**src/rtl/if_id_buf.sv**
```systemverilog
// Fetch-to-decode pipeline buffer: a 2-entry skid buffer with a registered if_ready,
// a synchronous redirect flush and a delivered-instruction counter.
module if_id_buf #(
  parameter int                 INST_W   = 32,
  parameter int                 PC_W     = 64,
  parameter logic [INST_W-1:0]  NOP_INST = 'h0000_0013,
  parameter int                 CNT_W    = 64
) (
  input  logic              clk,
  input  logic              rst,
  input  logic              if_valid,
  output logic              if_ready,
  input  logic [INST_W-1:0] if_inst,
  input  logic [PC_W-1:0]   if_pc,
  input  logic              pipeline_flush,
  output logic              id_valid,
  input  logic              id_ready,
  output logic [INST_W-1:0] id_inst,
  output logic [PC_W-1:0]   id_pc,
  output logic [CNT_W-1:0]  inst_cnt
);

  // EMPTY: nothing held; BUSY: main only; FULL: main and skid.
  typedef enum logic [1:0] {EMPTY = 2'd0, BUSY = 2'd1, FULL = 2'd2} state_t;

  state_t              state_q, state_d;
  logic [INST_W-1:0]   main_inst_q, main_inst_d;
  logic [PC_W-1:0]     main_pc_q, main_pc_d;
  logic [INST_W-1:0]   skid_inst_q, skid_inst_d;
  logic [PC_W-1:0]     skid_pc_q, skid_pc_d;
  logic                if_ready_q, if_ready_d;
  logic [CNT_W-1:0]    cnt_q, cnt_d;
  logic                main_valid;
  logic                in_fire;
  logic                out_fire;

  assign main_valid = (state_q != EMPTY);
  assign in_fire    = if_valid & if_ready_q;
  assign out_fire   = main_valid & id_ready;

  always_ff @(posedge clk or negedge rst) begin
    if (!rst) begin
      state_q     <= EMPTY;
      main_inst_q <= NOP_INST;
      main_pc_q   <= '0;
      skid_inst_q <= '0;
      skid_pc_q   <= '0;
      if_ready_q  <= 1'b1;
      cnt_q       <= '0;
    end else begin
      state_q     <= state_d;
      main_inst_q <= main_inst_d;
      main_pc_q   <= main_pc_d;
      skid_inst_q <= skid_inst_d;
      skid_pc_q   <= skid_pc_d;
      if_ready_q  <= if_ready_d;
      cnt_q       <= cnt_d;
    end
  end

  always_comb begin
    state_d     = state_q;
    main_inst_d = main_inst_q;
    main_pc_d   = main_pc_q;
    skid_inst_d = skid_inst_q;
    skid_pc_d   = skid_pc_q;
    // A delivery in the flush cycle still happened from IDU's point of view.
    cnt_d       = cnt_q + CNT_W'(out_fire);

    if (pipeline_flush) begin
      state_d     = EMPTY;
      main_inst_d = NOP_INST;
    end else begin
      case (state_q)
        EMPTY: begin
          if (in_fire) begin
            main_inst_d = if_inst;
            main_pc_d   = if_pc;
            state_d     = BUSY;
          end
        end
        BUSY: begin
          if (in_fire && out_fire) begin
            main_inst_d = if_inst;
            main_pc_d   = if_pc;
          end else if (in_fire) begin
            skid_inst_d = if_inst;
            skid_pc_d   = if_pc;
            state_d     = FULL;
          end else if (out_fire) begin
            main_inst_d = NOP_INST;
            state_d     = EMPTY;
          end
        end
        FULL: begin
          if (out_fire) begin
            main_inst_d = skid_inst_q;
            main_pc_d   = skid_pc_q;
            state_d     = BUSY;
          end
        end
        default: begin
          state_d     = EMPTY;
          main_inst_d = NOP_INST;
        end
      endcase
    end

    // Registered ready tracks "skid will be free", so no id_ready->if_ready path exists.
    if_ready_d = (state_d != FULL);
  end

  assign if_ready = if_ready_q;
  assign id_valid = main_valid;
  assign id_inst  = main_inst_q;
  assign id_pc    = main_pc_q;
  assign inst_cnt = cnt_q;

endmodule

```
**config.mk**
```make
export PLATFORM = sky130hd
export DESIGN_NAME = if_id_buf
export DESIGN_NICKNAME = d
export VERILOG_FILES = /design/src/rtl/if_id_buf.sv
export SDC_FILE = /design/constraint.sdc
export NUM_CORES = 1
export LEC_CHECK = 0
export BUFFER_PORTS_ARGS = -buffer_cell sky130_fd_sc_hd__buf_2
export CORE_ASPECT_RATIO = 0.75
export CORE_MARGIN = 2
export CORE_UTILIZATION = 25
export CTS_BUF_LIST = sky130_fd_sc_hd__clkbuf_2 sky130_fd_sc_hd__clkbuf_4 sky130_fd_sc_hd__clkbuf_8
export DETAILED_ROUTE_END_ITERATION = 7
export SYNTH_ARGS = -nofsm -noshare
export SYNTH_HDL_FRONTEND = slang
export SYNTH_SLANG_ARGS = --single-unit
```
**constraint.sdc**
```tcl
create_clock -name clk -period 4.35 [get_ports clk]
set_clock_uncertainty 0.05 [all_clocks]
set_input_delay 1.305 -clock clk [delete_from_list [all_inputs] [get_ports clk]]
set_output_delay 1.305 -clock clk [all_outputs]
set_load 0.02 [all_outputs]
```
==> metrics.cfg <==
[power]
peakVddDrop_uv = 254
power.leakage_nw = 6.76
powerDensity_mw_per_mm2 = 474

[clocking]
clk_latency_ps = 570
path_clk_slew_ps = 60
postCtsResizedCells = 0
clock-sinks = 259
cts_root_buf = clkbuf_8
holdBufCountCts = 0
cts_setup_buffers = 0
cts_made_buffers = 45
cts_max_path_buffers = 3
htreeDepth = 2
cts_tree = done

[critical_path]
worstSetupStartpointType = input port
endpoint_kind = flip-flop
cp_top_family = simple AND/OR/NAND/NOR gates
cp.depth = 9
criticalPathCategory = input port to flip-flop
cpMostUsedCell = ha_1
cp.required_ps = 4790
worstRegToRegCells = 9
max_stage_delay_ps = 470
cp_data_arrival_time_ps = 3520
crit_buf_inv = 1
crit_chain = buf_2 -> and2_1 -> ha_1 -> ha_1 -> and4_1 -> nor4b_4 -> nand4_4 -> nor4_1 -> xor2_1
cp_slowest_cell = nor4b_4
critPathMaxFanout = 7

[route]
firstDrtPassIters = 4
routedWlPerCell_um = 15.9
drtIter0Drc = 376
num_vias = 8495
routed_via_density = 4.55
ant_nets = 0
wirelength_mm = 29.7
drcViolationCount = 0

[place]
place_area_mm2 = 0.0130
portBuffers = 262
gp_congestion = 0.776
dp_hpwl_mm = 19.7
dp_cells = 1788
post-place-ws_ps = 671

[grt]
grt_max_degree = 100
grt_pass1_vias = 8398
grt_overflow = 0
grt_pass1_wl_mm = 45.8
met2_usage = 0.198
grt_util_all_layers = 0.127
antenna_found_initial = 4
busiest_layer = met2
grt_use_met3 = 0.0454
grtUsageMet1 = 0.161

[floorplan]
die_area_mm2 = 0.0458
die-height_um = 186
dieWidth_um = 246
initial_core_util = 0.253
coreArea_mm2 = 0.0434
pin_count = 263
rows = 66

[cells_and_area]
final_cells = 1868
final_nets = 1360
final_cell_mix = buf_2 (261), dfrtp_1 (255), nand2_1 (187)
layout-drive-gt1-share = 0.373
final_common_cell = buf_2
design_area_mm2 = 0.0140
area_growth_pct = 26.9

[synthesis]
syn_nets = 1093
synthCells = 990
synth_area_mm2 = 0.0110
ys_seq_elements = 259
synth-seq-area-share = 0.589
synth-warning-count = 0
synth_edf_count = 0
syn_avg_cell_area_um2 = 11.1
yosysUniqueCellTypes = 46
synth_flop_cell = dfrtp_1
ys_async_sr_fraction = 1.00

[timing]
finalSetupViolCount = 0
worst_pin_slew_ps = 1040
fin_crit_sh = 0.708
fin_ws_ps = 1270
slew_viol_final = 0
finalSetupTns_ps = 0
hold_ws_ps = 410
fin_crit_ps = 3080
fmax_ghz = 0.325
rsz0062_at_grt = false
slew_headroom = 0.306
hold_viol_final = 0

[outcome]
status = finished, final reports clean

[worst_hold_path]
holdPathStages = 2
hold_class = flip-flop to flip-flop

[flow_run]
maxCapViolations = 0

## cell type report
cell class	instances	area (µm²)
inverter	15	56.3
sequential	259	6490
clock buffer	68	867
antenna	3	7.51
multi-input combinational	660	4260
clock inverter	9	111
fill	4460	29500
timing repair buffer	276	1460
tap	578	723
## flip-flops by register name (all words and copies together) (netlist names)
| register | count |
|---|---|
| skid_inst_q | 32 |
| id_pc | 64 |
| state_q | 2 |
| if_ready | 1 |
| id_inst | 32 |
| inst_cnt | 64 |
| skid_pc_q | 64 |
## worst paths after layout
path                             from      endpoint  slack, ps
setup / recovery             id_ready  inst_cnt[60]       1270
hold / removal             id_inst[4]    id_inst[4]        410
setup reg to reg           state_q[1]  inst_cnt[60]       1350
hold reg to reg            id_inst[4]    id_inst[4]        410
max in group asynchronous         rst    id_inst[0]       2630
min in group asynchronous         rst  inst_cnt[29]        720
## per-layer routing
| metal | part of all wire | vias up |
|---|---|---|
| li1 | - | 3962 |
| met1 | 0.44 | 4221 |
| met2 | 0.45 | 234 |
| met3 | 0.078 | 74 |
| met4 | 0.032 | 4 |
| met5 | 0.00094 | - |
## where the power goes
part | total [W] | internal (W) | leakage [nW] | switching (W)
clock network | 0.00244 | 0.00139 | 0.515 | 0.00105
logic | 0.00110 | 0.000475 | 3.04 | 0.000628
registers | 0.00308 | 0.00285 | 3.21 | 0.000230
## synthesized netlist by cell type, types with 4 or more instances
library cell	n	area (µm²)
dfstp_2	4	105
a31oi_1	64	400
xnor2_1	34	298
buf_1	6	22.5
nand2_1	187	702
nand4_2	4	50.1
o21ai_0	30	150
nor4_4	4	85.1
dfrtp_1	255	6380
nand3_1	19	95.1
nor4_1	5	31.3
nor2_1	93	349
inv_1	15	56.3
nand4_1	17	106
a22oi_1	29	218
nor3_1	9	45.0
xor2_1	27	236
buf_2	5	25.0
clkbuf_1	43	161
mux2_2	97	1090
and3_1	4	25.0
a21oi_1	4	20.0
## cells by family (layout without fill, tap and decap cells)
group / after synthesis / count (layout) / share of synthesized area
AOI/OAI and AO/OA: 137 / 137 / 0.0789
buffers and inverters: 71 / 368 / 0.0261
DFF: 259 / 259 / 0.589
other: 0 / 3 / 0
adders and majority gates: 2 / 2 / 0.00227
muxes: 97 / 97 / 0.0992
xor gates and xnor gates: 62 / 62 / 0.0500
and+or+nand+nor: 362 / 362 / 0.154
## through the flow
stage | utilization | total power (W)
2_1_floorplan | - | 0.00377
3_3_place_gp | 0.299 | 0.00420
3_5_place_dp | 0.299 | 0.00425
4_1_cts | 0.322 | 0.00675
5_1_grt | 0.322 | 0.00700
6_report | 0.322 | 0.00662
## worst register-to-register path, delay by kind of cell, from the launching register on
kind                     cells  cell delay, ps
AND/OR/NAND/NOR              6            1620
XOR/XNOR                     1             190
flip-flops                   1             600
adder cells (fa/ha/maj)      2             460
Note: power is estimated with default switching activity, not from simulation.
